## src/rtl/mem_arb_pkg.sv

```systemverilog
// mem_arb_pkg: shared types and default widths for the unified memory port arbiter.
package mem_arb_pkg;
    localparam int DEF_ADDRESS_WIDTH  = 32;
    localparam int DEF_DATA_WIDTH     = 32;
    localparam int DEF_TIMEOUT_CYCLES = 64;

    typedef enum logic [1:0] {IDLE, ISSUE, WAIT} arb_state_t;
    typedef enum logic {OWN_IF, OWN_DM} owner_t;
endpackage

```

## src/rtl/wait_timer.sv

```systemverilog
// wait_timer: counts cycles spent waiting for a read response; expired at TIMEOUT_CYCLES-1.
module wait_timer #(
    parameter int TIMEOUT_CYCLES = 64
) (
    input  logic clk,
    input  logic rst_n,
    input  logic i_clear,
    input  logic i_en,
    output logic o_expired
);
    localparam int TW = $clog2(TIMEOUT_CYCLES);

    logic [TW-1:0] r_cnt;

    always_ff @(posedge clk or negedge rst_n) begin
        if (!rst_n) r_cnt <= '0;
        else if (i_clear) r_cnt <= '0;
        else if (i_en) r_cnt <= r_cnt + TW'(1);
    end

    assign o_expired = r_cnt == TW'(TIMEOUT_CYCLES - 1);
endmodule

```

## src/rtl/mem_port_arbiter.sv

```systemverilog
// mem_port_arbiter: shares one memory port between fetch (IF) and data (DM) requesters,
// one transaction at a time, with fetch-flush discard and response timeout.
module mem_port_arbiter
    import mem_arb_pkg::*;
#(
    parameter int ADDRESS_WIDTH  = DEF_ADDRESS_WIDTH,
    parameter int DATA_WIDTH     = DEF_DATA_WIDTH,
    parameter int TIMEOUT_CYCLES = DEF_TIMEOUT_CYCLES
) (
    input  logic                     clk,
    input  logic                     rst_n,
    input  logic                     if_req,
    input  logic [ADDRESS_WIDTH-1:0] if_addr,
    input  logic                     if_flush,
    output logic                     if_valid,
    output logic [DATA_WIDTH-1:0]    if_rdata,
    input  logic                     dm_req,
    input  logic                     dm_we,
    input  logic [ADDRESS_WIDTH-1:0] dm_addr,
    input  logic [DATA_WIDTH-1:0]    dm_wdata,
    output logic                     dm_valid,
    output logic [DATA_WIDTH-1:0]    dm_rdata,
    output logic                     mem_req,
    output logic                     mem_we,
    output logic [ADDRESS_WIDTH-1:0] mem_addr,
    output logic [DATA_WIDTH-1:0]    mem_wdata,
    input  logic                     mem_gnt,
    input  logic                     mem_rvalid,
    input  logic [DATA_WIDTH-1:0]    mem_rdata,
    output logic                     bus_err
);
    arb_state_t               r_state, w_state_nx;
    owner_t                   r_owner, w_owner_nx;
    logic                     r_we, w_we_nx;
    logic [ADDRESS_WIDTH-1:0] r_addr, w_addr_nx;
    logic [DATA_WIDTH-1:0]    r_wdata, w_wdata_nx;
    logic                     r_drop, w_drop_nx;
    logic                     r_if_valid, w_if_valid_nx;
    logic                     r_dm_valid, w_dm_valid_nx;
    logic [DATA_WIDTH-1:0]    r_if_rdata, w_if_rdata_nx;
    logic [DATA_WIDTH-1:0]    r_dm_rdata, w_dm_rdata_nx;
    logic                     r_bus_err, w_bus_err_nx;
    logic                     w_tclr, w_ten, w_expired;
    logic                     w_dm_win, w_if_win, w_if_flush_own;

    wait_timer #(.TIMEOUT_CYCLES(TIMEOUT_CYCLES)) u_timer (
        .clk      (clk),
        .rst_n    (rst_n),
        .i_clear  (w_tclr),
        .i_en     (w_ten),
        .o_expired(w_expired)
    );

    // A requester still seeing its valid pulse is holding a stale req; mask it.
    assign w_dm_win       = dm_req && !r_dm_valid;
    assign w_if_win       = if_req && !r_if_valid && !w_dm_win;
    assign w_if_flush_own = if_flush && r_owner == OWN_IF;

    always_comb begin
        w_state_nx    = r_state;
        w_owner_nx    = r_owner;
        w_we_nx       = r_we;
        w_addr_nx     = r_addr;
        w_wdata_nx    = r_wdata;
        w_drop_nx     = r_drop;
        w_if_valid_nx = 1'b0;
        w_dm_valid_nx = 1'b0;
        w_if_rdata_nx = r_if_rdata;
        w_dm_rdata_nx = r_dm_rdata;
        w_bus_err_nx  = r_bus_err;
        w_tclr        = 1'b0;
        w_ten         = 1'b0;
        case (r_state)
            IDLE: begin
                if (w_dm_win) begin
                    w_state_nx = ISSUE;
                    w_owner_nx = OWN_DM;
                    w_we_nx    = dm_we;
                    w_addr_nx  = dm_addr;
                    w_wdata_nx = dm_wdata;
                end else if (w_if_win) begin
                    w_state_nx = ISSUE;
                    w_owner_nx = OWN_IF;
                    w_we_nx    = 1'b0;
                    w_addr_nx  = if_addr;
                    w_wdata_nx = '0;
                    w_drop_nx  = if_flush;
                end
            end
            ISSUE: begin
                w_drop_nx = r_drop || w_if_flush_own;
                if (mem_gnt) begin
                    w_state_nx    = r_we ? IDLE : WAIT;
                    w_tclr        = !r_we;
                    w_dm_valid_nx = r_we;
                    w_dm_rdata_nx = r_we ? '0 : r_dm_rdata;
                end
            end
            WAIT: begin
                w_ten     = 1'b1;
                w_drop_nx = r_drop || w_if_flush_own;
                if (mem_rvalid) begin
                    w_state_nx = IDLE;
                    w_drop_nx  = 1'b0;
                    if (r_owner == OWN_DM) begin
                        w_dm_valid_nx = 1'b1;
                        w_dm_rdata_nx = mem_rdata;
                    end else if (!(r_drop || w_if_flush_own)) begin
                        w_if_valid_nx = 1'b1;
                        w_if_rdata_nx = mem_rdata;
                    end
                end else if (w_expired) begin
                    w_state_nx    = IDLE;
                    w_drop_nx     = 1'b0;
                    w_bus_err_nx  = 1'b1;
                    w_dm_valid_nx = r_owner == OWN_DM;
                    w_if_valid_nx = r_owner == OWN_IF;
                    w_dm_rdata_nx = r_owner == OWN_DM ? '0 : r_dm_rdata;
                    w_if_rdata_nx = r_owner == OWN_IF ? '0 : r_if_rdata;
                end
            end
            default: w_state_nx = IDLE;
        endcase
    end

    always_ff @(posedge clk or negedge rst_n) begin
        if (!rst_n) begin
            r_state    <= IDLE;
            r_owner    <= OWN_IF;
            r_we       <= 1'b0;
            r_addr     <= '0;
            r_wdata    <= '0;
            r_drop     <= 1'b0;
            r_if_valid <= 1'b0;
            r_dm_valid <= 1'b0;
            r_if_rdata <= '0;
            r_dm_rdata <= '0;
            r_bus_err  <= 1'b0;
        end else begin
            r_state    <= w_state_nx;
            r_owner    <= w_owner_nx;
            r_we       <= w_we_nx;
            r_addr     <= w_addr_nx;
            r_wdata    <= w_wdata_nx;
            r_drop     <= w_drop_nx;
            r_if_valid <= w_if_valid_nx;
            r_dm_valid <= w_dm_valid_nx;
            r_if_rdata <= w_if_rdata_nx;
            r_dm_rdata <= w_dm_rdata_nx;
            r_bus_err  <= w_bus_err_nx;
        end
    end

    assign mem_req   = r_state == ISSUE;
    assign mem_we    = r_we;
    assign mem_addr  = r_addr;
    assign mem_wdata = r_wdata;
    assign if_valid  = r_if_valid;
    assign if_rdata  = r_if_rdata;
    assign dm_valid  = r_dm_valid;
    assign dm_rdata  = r_dm_rdata;
    assign bus_err   = r_bus_err;
endmodule

```

## config.mk

```make
export PLATFORM = sky130hd
export DESIGN_NAME = mem_port_arbiter
export DESIGN_NICKNAME = d
export VERILOG_FILES = /design/src/rtl/mem_arb_pkg.sv /design/src/rtl/wait_timer.sv /design/src/rtl/mem_port_arbiter.sv
export SDC_FILE = /design/constraint.sdc
export NUM_CORES = 1
export LEC_CHECK = 0
export CAP_MARGIN = 20
export CORE_UTILIZATION = 35
export DETAILED_ROUTE_END_ITERATION = 10
export PLACE_DENSITY = 0.74
export SLEW_MARGIN = 20
export SYNTH_ARGS = -nofsm -noshare
export SYNTH_HDL_FRONTEND = slang
export SYNTH_HIERARCHICAL = 1
export SYNTH_SLANG_ARGS = --single-unit
```

## constraint.sdc

```tcl
create_clock -name clk -period 2.15 [get_ports clk]
set_input_delay 0.43 -clock clk [delete_from_list [all_inputs] [get_ports clk]]
set_output_delay 0.43 -clock clk [all_outputs]
set_load 0.02 [all_outputs]
```

### Word-level counts from Yosys, hierarchy flattened

Cells that the tools add are included.
Widths: inputs -> output; s select.

| cells by class | value |
|---|---|
| add/subtract/negate cells | 1 |
| eq/ne operators | 11 |
| muxes and demuxes | 46 |
| bitwise operators | 2 |
| reduce and logical (&&, ||, !) cells | 21 |

Operators with widths:

| kind | number |
|---|---|
| $mux 32 | 15 |
| $pmux 32 s2 | 1 |
| $mux 1 | 19 |
| $mux 2 | 6 |
| $mux 6 | 2 |
| $reduce_and 3->1 | 3 |
| $ne 2x2->1 const B | 4 |
| $reduce_bool 2->1 | 4 |
| $add 6x1->6 const B | 1 |
| $eq 6x6->1 const B | 1 |
| $pmux 2 s3 | 1 |
| $reduce_and 5->1 | 1 |
| $logic_and 1x1->1 | 4 |
| $logic_not 1->1 | 4 |
| $ne 2x1->1 const B | 2 |
| $reduce_and 4->1 | 1 |
| $ne 3x2->1 const B | 1 |
| $ne 3x3->1 const B | 1 |
| $pmux 1 s3 | 1 |
| $reduce_bool 3->1 | 1 |
| $eq 2x1->1 const B | 1 |
| $eq 2x2->1 const B | 1 |
| $logic_not 2->1 | 1 |
| $not 1->1 | 2 |
| 3 further kinds | 3 |

| word-level totals | value |
|---|---|
| register bits | 142 |
| input bits | 136 |
| output and inout port bits | 133 |
| word-level logic and storage cells | 93 |

### Longest topological paths before layout

Gate-level depths: netlist of the first run.

| depth | value |
|---|---|
| depth in word-level cells | 7 |
| depth in mapped cells | 9 |
| mapped depth without buffers | 7 |

### Modules after synthesis

The synthesis of the first run kept the hierarchy.

By module, submodules not included:

| module | instances | cells each | area each (um^2) | sequential area each (um^2) |
|---|---|---|---|---|
| mem_port_arbiter | 1 | 505 | 5733.0 | 3403.3 |
| wait_timer | 1 | 28 | 281.5 | 150.1 |

### Worst setup path before layout of the first run

No wires, ideal clock.

| timing | value |
|---|---|
| path type | register -> register |
| from | register r_state[0] |
| to | register r_dm_rdata[22], in the netlist dm_rdata[22] |
| library setup time | 125 ps |
| arrival time | 1930 ps |
| required time | 2025 ps |
| setup slack | 96 ps |
| stages on the path, launching flop included | 8 |
| path buffers | 1 |
| clock period less this slack | 2054 ps |
| cells stage by stage | dfrtp_1 inv_1 ha_1 nor3b_1 a21o_1 nor4b_4 buf_6 mux2_2 |

| on the way | value |
|---|---|
| word-level cells in the longest chain between the ends | 3 |
| elaborated cells between the ends (all ways) | 9 |
| those cells by class | 6 x eq/ne; 1 x mux; 2 x reduce/logical |

Ends and longest elaborated chain:

| item | RTL line | text |
|---|---|---|
| start: declaration | mem_port_arbiter.sv:32 | `arb_state_t r_state, w_state_nx;` |
| start signal: assignment | mem_port_arbiter.sv:140 | `r_state <= w_state_nx;` |
| $eq 2x2->1 / $eq 2x1->1 (equally long branches) | mem_port_arbiter.sv:73 | `case (r_state)` |
| $ne 3x2->1 (no source line) (tied with other cells) | -- |  |
| $reduce_and 5->1 (no source line) | -- |  |
| end signal: assignment | mem_port_arbiter.sv:149 | `r_dm_rdata <= w_dm_rdata_nx;` |
| end: declaration | mem_port_arbiter.sv:41 | `logic [DATA_WIDTH-1:0] r_dm_rdata, w_dm_rdata_nx;` |

Several ways; a longest one is shown, not always the timed one.
A chain may end at the register's enable or synchronous reset.

### Worst setup path in the final report of the first run

| timing | value |
|---|---|
| from | register r_state[0] |
| to | register r_dm_rdata[0], in the netlist dm_rdata[0] |

The elaborated chain is that of the path after synthesis.

==> impl_metrics.sql, run 1 <==
INSERT INTO impl_metrics (metric_group, metric, value, unit) VALUES
('outcome', 'run_status', 'completed', ''),
('global_routing', 'grt_pass1_vias', '4939', ''),
('cts', 'ctsLongestPathBuffers', '2', ''),
('cts', 'cts_inserted_buffers', '17', ''),
('synthesis', 'syn_area_per_cell', '11.3', 'um^2'),
('layout', 'layout-drive-gt1-share', '0.119', ''),
('layout', 'area_occupied_by_multi_input_gates', '0.00229', 'mm^2'),
('cts', 'tritoncts_num_sinks', '142', ''),
('power_and_ir_drop', 'tot_pwr', '13300', 'uW'),
('synthesis', 'synth_top_cells_by_count', 'sky130_fd_sc_hd__dfrtp_1, sky130_fd_sc_hd__nand2_1, sky130_fd_sc_hd__o21ai_0', ''),
('synthesis', 'synth-seq-area-share', '0.591', ''),
('layout', 'final-seq-area', '0.00355', 'mm^2'),
('synthesis', 'ys.flop_type', 'sky130_fd_sc_hd__dfrtp_1', ''),
('die', 'die_area', '0.0177', 'mm^2'),
('synthesis', 'net_count_synth', '675', ''),
('critical_path', 'worstSetupPathType', 'reg2reg', ''),
('synthesis', 'yosys_register_bits', '142', ''),
('critical_path', 'ff2ff_path_depth', '8', ''),
('routing', 'drt_wl_cell', '16.2', 'um'),
('routing', 'drc', '0', ''),
('job', 'cap_viol_max_count', '0', ''),
('die', 'die_width', '133', 'um'),
('die', 'core_area', '0.0167', 'mm^2'),
('layout', 'signed_area_change_from_the_synthesized_netlist_to_the_final_layout', '62.3', '%'),
('global_routing', 'globalRouteTotalUtil', '0.190', ''),
('cts', 'tritoncts_clock_tree', 'yes', ''),
('timing', 'worst_slew_pin_slew', '0.582', 'ns'),
('cts', 'clock_root_buffer_master', 'sky130_fd_sc_hd__clkbuf_16', ''),
('synthesis', 'yosys.cell_count.top_type', 'sky130_fd_sc_hd__dfrtp_1', ''),
('routing', 'first_pass_iters', '4', ''),
('critical_path', 'setup.worst_path.end_class', 'flip-flop', ''),
('critical_path', 'startpoint', 'r_state[0]', ''),
('critical_path', 'crit_arrival', '2.37', 'ns'),
('timing', 'layout_skew', '0.0145', 'ns'),
('critical_path', 'regToRegEndpoint', 'dm_rdata[0]', ''),
('die', 'std_cell_rows', '47', ''),
('synthesis', 'netlist-cell-type-count', '32', ''),
('critical_path', 'ordered_list_of_cells_on_the_worst_path', 'inv_1 > ha_2 > nor3b_1 > a21o_1 > nor4b_4 > buf_6 > clkbuf_16 > mux2_2', ''),
('routing', 'drt-total-wl', '16.8', 'mm'),
('routing', 'detail_route.vias_per_cell', '4.72', ''),
('timing', 'finalSetupTns', '0', 'ns'),
('layout', 'fin_nets', '946', ''),
('timing', 'worst_slew_margin_rel', '0.612', ''),
('cts', 'cts.reportedPaths.clkPinSlew', '0.06', 'ns'),
('timing', 'achievable-frequency', '484', 'MHz'),
('global_routing', 'grt_first_pass_wirelength', '25.9', 'mm'),
('hold_path', 'hold_path.class', 'in2reg', ''),
('die', 'effective_utilization_at_floorplan', '0.360', ''),
('critical_path', 'worstReg2RegStart', 'r_state[0]', ''),
('timing', 'finalCriticalPeriod', '2.07', 'ns'),
('layout', 'fill_cells', '1449', ''),
('critical_path', 'category_of_the_worst_setup_path_launch_point', 'flip-flop', ''),
('place', 'port-buffer-count', '268', ''),
('routing', 'route.antenna.remaining_nets', '0', ''),
('timing', 'setup_viol_count_final', '0', ''),
('power_and_ir_drop', 'cellPowerDensity', '1360', 'mW/mm^2'),
('critical_path', 'crit_path_max_incr_delay', '0.37', 'ns'),
('synthesis', 'post-synth-top-area-cell', 'sky130_fd_sc_hd__dfrtp_1', ''),
('critical_path', 'r2r_setup_slack', '0.08', 'ns'),
('global_routing', 'grt_max_degree', '66', ''),
('critical_path', 'critical_path_slowest_stage_cell', 'sky130_fd_sc_hd__dfrtp_1', ''),
('synthesis', 'syn_area', '0.00601', 'mm^2'),
('global_routing', 'antenna_found_initial', '1', ''),
('critical_path', 'crit_path_end', 'dm_rdata[0]', ''),
('routing', 'drc_marker_count_from_the_first_detailed_route_iteration', '231', ''),
('synthesis', 'post_synth_main_area_contributors', 'sky130_fd_sc_hd__dfrtp_1, sky130_fd_sc_hd__mux2_2, sky130_fd_sc_hd__nand2_1, sky130_fd_sc_hd__mux2i_1, sky130_fd_sc_hd__o21ai_0', ''),
('critical_path', 'timing.critical_path.required', '2.45', 'ns'),
('synthesis', 'ys_warn_count', '6', ''),
('synthesis', 'synthesis.instances', '533', ''),
('routing', 'vias', '4901', ''),
('synthesis', 'post-synth-top-area-fraction', '0.591', '');
through the flow:
| stage | utilization | area (um^2) | instances | hold WS [ns] | setup WS, ns |
|---|---|---|---|---|---|
| detailed placement | 0.541 | 9030 | 997 | 0.368 | -0.0924 |
| floorplan | - | 6010 | 533 | 0.134 | 0.0955 |
| CTS | 0.578 | 9650 | 1030 | 0.426 | 0.0342 |
| global placement | 0.541 | 9030 | 997 | 0.366 | -0.0357 |
| finish | 0.584 | 9760 | 1038 | 0.459 | 0.0844 |
| global route | 0.584 | 9760 | 1038 | 0.456 | -0.000398 |
cells in the final DEF (no fill, tap or decap), types with 3 or more instances in the layout:
cell,Yosys,routed
sky130_fd_sc_hd__clkdlybuf4s50_1,0,265
sky130_fd_sc_hd__dfrtp_1,142,142
sky130_fd_sc_hd__nand2_1,99,99
sky130_fd_sc_hd__o21ai_0,66,66
sky130_fd_sc_hd__mux2i_1,34,34
sky130_fd_sc_hd__mux2_2,33,33
sky130_fd_sc_hd__a22o_1,33,33
sky130_fd_sc_hd__and3_1,31,31
sky130_fd_sc_hd__clkbuf_16,0,19
sky130_fd_sc_hd__buf_4,0,10
sky130_fd_sc_hd__nor2_1,10,9
sky130_fd_sc_hd__buf_12,0,8
sky130_fd_sc_hd__inv_1,7,7
sky130_fd_sc_hd__nand3_1,4,4
sky130_fd_sc_hd__nor2b_1,5,4
sky130_fd_sc_hd__ha_1,6,4
sky130_fd_sc_hd__bufinv_16,0,3
sky130_fd_sc_hd__clkinv_4,0,3
sky130_fd_sc_hd__clkinvlp_4,0,3
sky130_fd_sc_hd__clkinv_2,0,3
sky130_fd_sc_hd__xor2_1,3,3
how the worst min path moves through the flow:
| stage | start | end | slack, ns | depth (start not counted) |
|---|---|---|---|---|
| 4_1_cts | mem_rvalid | dm_valid | 0.43 | 3 |
| 3_3_place_gp | rst_n | if_rdata[4] | 0.37 | 1 |
| 6_report | mem_rvalid | dm_valid | 0.46 | 3 |
| 2_1_floorplan | rst_n | bus_err | 0.13 | 0 |
| 5_1_grt | mem_rvalid | dm_valid | 0.46 | 3 |
| 3_5_place_dp | rst_n | if_rdata[6] | 0.37 | 1 |
layout make-up:
type | instances | area share
Sequential cell | 142 | 0.364
Timing Repair Buffer | 291 | 0.307
Multi-Input combinational cell | 345 | 0.234
Clock buffer | 19 | 0.0464
Tap cell | 220 | 0.0282
Clock inverter | 13 | 0.0167
Inverter | 7 | 0.00269
Antenna cell | 1 | 0.000256
sequential cells by signal, summed over array words and instances (netlist names), 2 cells and up:
signal	flops
mem_wdata	32
r_state	2
u_timer/r_cnt	6
mem_addr	32
dm_rdata	32
if_rdata	32
cell families after synthesis:
group	count (synthesis)	synth area share
XOR/XNOR	4	0.00583
multiplexers	67	0.118
flip-flops	142	0.591
AO/OA/AOI/OAI	111	0.118
buffers and inverters	46	0.0343
AND/OR/NAND/NOR	157	0.120
adder cells (fa/ha/maj)	6	0.0125
worst max-delay path, delay by kind of cell, from the launching register on:
kind,cells,cell delay [ns]
DFF,1,0.37
adders and majority gates,1,0.21
and+or+nand+nor,2,0.41
muxes,1,0.34
buffers and inverters,3,0.44
AOI/OAI and AO/OA,1,0.19
what timing repair did:
item | 4_1_cts | 5_1_grt
endpoints found under the setup margin | 1 | 31
hold buffers | 1 | 0
endpoints found under the hold margin | 40 | 0
pin swaps | 0 | 1
setup buffers | 0 | 4
gates resized for setup | 1 | 5
gates cloned | 0 | 3
routing by layer:
metal  global-route usage  wire length [um]
met1                0.233              7340
met2                0.308              8210
met3               0.0556               856
met4               0.0909               383
met5                    0                 0
report_power, final:
part           total [uW]  switching (uW)  internal [uW]  leakage (uW)
combinational        6110            3010           3090       0.00231
clock                3030            1150           1890      0.000295
sequential           4130             519           3610       0.00186
No activity file was read; power rests on OpenSTA's default activity.
==> inputs of run 2 (changes only) <==
CTS_BUF_LIST = sky130_fd_sc_hd__clkbuf_16   (was unset)
==> impl_metrics.sql, run 2 (synthesized netlist as in run 1, its figures left out) <==
INSERT INTO impl_metrics (metric_group, metric, value, unit) VALUES
('outcome', 'run_status', 'completed', ''),
('layout', 'fin_nets', '946', ''),
('critical_path', 'worstSetupPathType', 'reg2reg', ''),
('timing', 'post-route-period-util', '0.962', ''),
('timing', 'timing_max_transition_violations_final', '0', ''),
('layout', 'layout-drive-gt1-share', '0.116', ''),
('global_routing', 'grt_max_degree', '66', ''),
('die', 'die_width', '133', 'um'),
('cts', 'tritoncts_num_sinks', '142', ''),
('hold_path', 'hold_path.class', 'in2reg', ''),
('cts', 'clock_root_buffer_master', 'sky130_fd_sc_hd__clkbuf_16', ''),
('layout', 'layout.cells.most_common', 'sky130_fd_sc_hd__clkdlybuf4s50_1', ''),
('power_and_ir_drop', 'p_leak', '0.00446', 'uW'),
('place', 'placed_area', '0.00903', 'mm^2'),
('power_and_ir_drop', 'sw_frac_of_total', '0.354', ''),
('place', 'dp_hpwl', '11.5', 'mm'),
('routing', 'vias', '4932', ''),
('critical_path', 'ordered_list_of_cells_on_the_worst_path', 'inv_1 > ha_2 > nor3b_1 > a21o_1 > nor4b_4 > buf_6 > clkbuf_16 > mux2_2', ''),
('layout', 'post_layout_nonfiller_instances', '1038', ''),
('timing', 'layout_skew', '0.0167', 'ns'),
('layout', 'final_cell_area', '0.00974', 'mm^2'),
('layout', 'layout_common_cells', 'sky130_fd_sc_hd__clkdlybuf4s50_1, sky130_fd_sc_hd__dfrtp_1, sky130_fd_sc_hd__nand2_1', ''),
('cts', 'cts_inserted_buffers', '17', ''),
('die', 'effective_utilization_at_floorplan', '0.360', ''),
('layout', 'signed_area_change_from_the_synthesized_netlist_to_the_final_layout', '62.0', '%'),
('critical_path', 'crit_path_max_incr_delay', '0.37', 'ns'),
('power_and_ir_drop', 'tot_pwr', '13200', 'uW'),
('power_and_ir_drop', 'cell_internal_pwr', '8520', 'uW'),
('die', 'die_area', '0.0177', 'mm^2'),
('routing', 'drc_marker_count_from_the_first_detailed_route_iteration', '220', ''),
('die', 'std_cell_rows', '47', ''),
('global_routing', 'globalRouteTotalUtil', '0.189', ''),
('routing', 'route.antenna.remaining_nets', '0', ''),
('routing', 'first_pass_iters', '4', ''),
('power_and_ir_drop', 'vdd.ir_drop.worst', '762', 'uV'),
('die', 'die_h', '133', 'um'),
('power_and_ir_drop', 'combPwrFrac', '0.462', ''),
('timing', 'finalSetupTns', '0', 'ns'),
('place', 'port-buffer-count', '268', ''),
('global_routing', 'grt_first_pass_wirelength', '25.8', 'mm'),
('routing', 'detail_route.vias_per_cell', '4.75', ''),
('power_and_ir_drop', 'power_frac_seq', '0.313', ''),
('job', 'cap_viol_max_count', '0', ''),
('critical_path', 'category_of_the_worst_setup_path_launch_point', 'flip-flop', ''),
('critical_path', 'critical-path-top-delay-family', 'buffers and inverters', ''),
('global_routing', 'antenna_found_initial', '1', ''),
('cts', 'cts.reportedPaths.clkPinSlew', '0.06', 'ns'),
('critical_path', 'crit_arrival', '2.37', 'ns'),
('global_routing', 'grt_remaining_overflow', '0', ''),
('routing', 'drc', '0', ''),
('cts', 'insertion_delay', '0.42', 'ns'),
('critical_path', 'worst-path-buf-inv', '3', ''),
('die', 'core_area', '0.0167', 'mm^2'),
('critical_path', 'critical_path_slowest_stage_cell', 'sky130_fd_sc_hd__dfrtp_1', ''),
('cts', 'max_h_tree_level', '4', ''),
('power_and_ir_drop', 'cellPowerDensity', '1350', 'mW/mm^2'),
('critical_path', 'timing.critical_path.required', '2.45', 'ns'),
('timing', 'achievable-frequency', '484', 'MHz'),
('cts', 'ctsLongestPathBuffers', '2', ''),
('timing', 'hold_violations', '0', ''),
('power_and_ir_drop', 'clock_power_share', '0.224', ''),
('global_routing', 'grt_pass1_vias', '4924', ''),
('timing', 'worst_slew_pin_slew', '0.584', 'ns'),
('cts', 'tritoncts_clock_tree', 'yes', ''),
('place', 'globalplace.congestion', '0.745', ''),
('routing', 'drt-total-wl', '16.7', 'mm'),
('die', 'top_level_ports', '269', ''),
('layout', 'final_util', '0.583', ''),
('timing', 'setup_viol_count_final', '0', ''),
('timing', 'worst_slew_margin_rel', '0.611', ''),
('critical_path', 'setup.worst_path.end_class', 'flip-flop', ''),
('routing', 'drt_wl_cell', '16.1', 'um'),
('place', 'placedCellCount', '997', ''),
('timing', 'finalCriticalPeriod', '2.07', 'ns'),
('power_and_ir_drop', 'p_sw', '4670', 'uW'),
('critical_path', 'critical_path.max_fanout', '8', '');
-- run 2: cell types whose count changed in the layout (fill, tap and decap cells not counted), sizes merged --
cell	change
clkinv	+2
clkbuf	-2
-- run 2: worst paths after layout --
path / start / endpoint / slack, ns / depth (start not counted)
worst max-delay path: r_state[0] / dm_rdata[0] / 0.08 / 8
worst min-delay path: mem_rvalid / dm_valid / 0.46 / 3
worst max register to register: r_state[0] / dm_rdata[0] / 0.08 / 8
worst min register to register: if_rdata[21] / if_rdata[21] / 0.47 / 2
max in group asynchronous: rst_n / mem_addr[21] / 0.97 / 3
min in group asynchronous: rst_n / if_rdata[6] / 0.49 / 2
-- run 2: per-stage QoR --
stage	setup WS (ns)	hold WS (ns)
floorplan	0.0955	0.134
global placement	-0.0357	0.366
detailed placement	-0.0924	0.368
CTS	0.0345	0.428
global route	-0.00356	0.458
finish	0.0820	0.460
-- run 2: power groups by stage --
stage               registers (uW)  logic, uW  clock network, uW
floorplan                     5200       1990                  0
global placement              4140       5720                  0
detailed placement            4160       5790                  0
CTS                           4140       5790               3030
global route                  4250       6490               3170
finish                        4130       6100               2960
-- run 2: timing repair --
| item | in CTS | in global routing |
|---|---|---|
| hold buffers | 1 | 0 |
| hold endpoints to repair | 40 | 0 |
| buffers inserted | 0 | 4 |
| pin swaps | 0 | 1 |
| gates resized for setup | 1 | 5 |
| endpoints found under the setup margin | 1 | 31 |
| gates cloned | 0 | 3 |
-- run 2: final cells by class --
type,count,area (um^2)
well taps,220,275
clock inverters,15,170
flip-flops and latches,142,3550
inverters,7,26.3
multi-input cells,345,2290
clock buffers,17,425
repair buffers,291,3000
diodes,1,2.50
fillers,1450,6960
-- run 2: layer usage --
metal | wire (um) | track usage | part of all wire | vias to the layer above
li1 | - | - | - | 2391
met1 | 7330 | 0.233 | 0.44 | 2371
met2 | 8200 | 0.307 | 0.49 | 143
met3 | 837 | 0.0556 | 0.050 | 27
met4 | 367 | 0.0871 | 0.022 | 0
met5 | 0 | 0 | 0 | -
-- run 2: worst register-to-register path, cell delays in order, from the launching register on --
cell	delay (ns)
sky130_fd_sc_hd__dfrtp_1	0.37
sky130_fd_sc_hd__inv_1	0.09
sky130_fd_sc_hd__ha_2	0.21
sky130_fd_sc_hd__nor3b_1	0.15
sky130_fd_sc_hd__a21o_1	0.19
sky130_fd_sc_hd__nor4b_4	0.26
sky130_fd_sc_hd__buf_6	0.18
sky130_fd_sc_hd__clkbuf_16	0.17
sky130_fd_sc_hd__mux2_2	0.34
==> inputs of run 3 (changes only) <==
SETUP_SLACK_MARGIN = 0.02   (was unset)
==> impl_metrics.sql, run 3 (synthesized netlist as in run 1, its figures left out) <==
INSERT INTO impl_metrics (metric_group, metric, value, unit) VALUES
('layout', 'signed_area_change_from_the_synthesized_netlist_to_the_final_layout', '62.0', '%'),
('cts', 'clock_root_buffer_master', 'sky130_fd_sc_hd__clkbuf_16', ''),
('layout', 'layout-drive-gt1-share', '0.118', ''),
('timing', 'post-route-period-util', '0.953', ''),
('global_routing', 'grt_remaining_overflow', '0', ''),
('timing', 'worst_slew_margin_rel', '0.611', ''),
('hold_path', 'hold_path.class', 'in2reg', ''),
('layout', 'layout_common_cells', 'sky130_fd_sc_hd__clkdlybuf4s50_1, sky130_fd_sc_hd__dfrtp_1, sky130_fd_sc_hd__nand2_1', ''),
('die', 'effective_utilization_at_floorplan', '0.360', ''),
('routing', 'first_pass_iters', '4', ''),
('timing', 'post-route-worst-setup-slack', '0.100', 'ns'),
('layout', 'fin_nets', '946', ''),
('die', 'top_level_ports', '269', ''),
('power_and_ir_drop', 'cellPowerDensity', '1350', 'mW/mm^2'),
('timing', 'final.hold.worst_slack', '0.460', 'ns'),
('routing', 'detail_route.vias_per_cell', '4.75', ''),
('layout', 'layout.cells.most_common', 'sky130_fd_sc_hd__clkdlybuf4s50_1', ''),
('global_routing', 'grt_pass1_vias', '4924', ''),
('job', 'cap_viol_max_count', '0', ''),
('timing', 'worst_slew_pin_slew', '0.584', 'ns'),
('routing', 'drt-total-wl', '16.7', 'mm'),
('critical_path', 'timing.critical_path.required', '2.45', 'ns'),
('place', 'placement.setup.worst_slack', '-0.0924', 'ns'),
('cts', 'max_h_tree_level', '4', ''),
('outcome', 'run_status', 'completed', ''),
('timing', 'hold_violations', '0', ''),
('critical_path', 'r2r_setup_slack', '0.10', 'ns'),
('die', 'die_h', '133', 'um'),
('timing', 'finalSetupTns', '0', 'ns'),
('die', 'std_cell_rows', '47', ''),
('place', 'globalplace.congestion', '0.745', ''),
('cts', 'tritoncts_clock_tree', 'yes', ''),
('routing', 'drc', '0', ''),
('timing', 'achievable-frequency', '488', 'MHz'),
('routing', 'drt_wl_cell', '16.1', 'um'),
('routing', 'route.antenna.remaining_nets', '0', ''),
('die', 'core_area', '0.0167', 'mm^2'),
('cts', 'cts_inserted_buffers', '17', ''),
('routing', 'drc_marker_count_from_the_first_detailed_route_iteration', '220', ''),
('routing', 'vias', '4932', ''),
('global_routing', 'globalRouteTotalUtil', '0.189', ''),
('layout', 'final_cell_area', '0.00974', 'mm^2'),
('cts', 'cts.reportedPaths.clkPinSlew', '0.06', 'ns'),
('critical_path', 'critical_path.max_fanout', '8', ''),
('global_routing', 'grt_first_pass_wirelength', '25.8', 'mm'),
('timing', 'finalCriticalPeriod', '2.05', 'ns'),
('cts', 'ctsLongestPathBuffers', '2', ''),
('place', 'dp_hpwl', '11.5', 'mm'),
('timing', 'timing_max_transition_violations_final', '0', ''),
('die', 'die_width', '133', 'um'),
('critical_path', 'setup.worst_path.end_class', 'flip-flop', ''),
('place', 'placed_area', '0.00903', 'mm^2'),
('critical_path', 'worstSetupPathType', 'reg2reg', ''),
('cts', 'tritoncts_num_sinks', '142', ''),
('place', 'port-buffer-count', '268', ''),
('critical_path', 'category_of_the_worst_setup_path_launch_point', 'flip-flop', ''),
('global_routing', 'grt_max_degree', '66', ''),
('power_and_ir_drop', 'p_leak', '0.00446', 'uW'),
('die', 'die_area', '0.0177', 'mm^2'),
('global_routing', 'antenna_found_initial', '1', ''),
('critical_path', 'crit_arrival', '2.35', 'ns'),
('timing', 'setup_viol_count_final', '0', ''),
('power_and_ir_drop', 'vdd.ir_drop.worst', '763', 'uV'),
('cts', 'insertion_delay', '0.42', 'ns'),
('layout', 'final_util', '0.583', ''),
('timing', 'layout_skew', '0.0167', 'ns');
[run 3: routing by layer]
metal,wire length [um],track usage,vias to the layer above
li1,-,-,2391
met1,7330,0.233,2371
met4,367,0.0871,0
met5,0,0,-
met3,837,0.0556,27
met2,8200,0.307,143
[run 3: stage by stage]
| stage | std cells | total power, uW |
|---|---|---|
| finish | 1038 | 13200 |
| global route | 1038 | 13900 |
| detailed placement | 997 | 9950 |
| global placement | 997 | 9860 |
| floorplan | 533 | 7190 |
| CTS | 1030 | 13000 |
[run 3: cell type report]
class / instances / area (um^2)
clock buffers: 17 / 425
multi-input cells: 345 / 2290
fillers: 1450 / 6960
clock inverters: 15 / 170
flip-flops and latches: 142 / 3550
repair buffers: 291 / 3000
inverters: 7 / 26.3
well taps: 220 / 275
diodes: 1 / 2.50
[run 3: timing repair]
item,CTS,global route
pin swaps,0,1
gates resized for setup,1,6
cloned,0,3
hold endpoints to repair,40,0
setup endpoints to repair,1,31
buffers inserted,0,4
hold buffers,1,0
[run 3: critical path, cell delays in order, from the launching register on]
cell and delay [ns]:
sky130_fd_sc_hd__dfrtp_1 0.38, sky130_fd_sc_hd__inv_2 0.07, sky130_fd_sc_hd__ha_2 0.20, sky130_fd_sc_hd__nor3b_1 0.15, sky130_fd_sc_hd__a21o_1 0.19, sky130_fd_sc_hd__nor4b_4 0.26
sky130_fd_sc_hd__buf_6 0.18, sky130_fd_sc_hd__clkbuf_16 0.17, sky130_fd_sc_hd__mux2_2 0.34
[run 3: power breakdown]
part	internal, uW	switching, uW
clock network	1820	1140
logic	3090	3010
registers	3610	520
total	8520	4670
[run 3: final timing paths]
check / from / endpoint / depth (start not counted)
setup / recovery: r_state[0] / dm_rdata[0] / 8
hold / removal: mem_rvalid / dm_valid / 3
setup reg to reg: r_state[0] / dm_rdata[0] / 8
hold reg to reg: if_rdata[21] / if_rdata[21] / 2
max in group asynchronous: rst_n / mem_addr[21] / 3
min in group asynchronous: rst_n / if_rdata[6] / 2
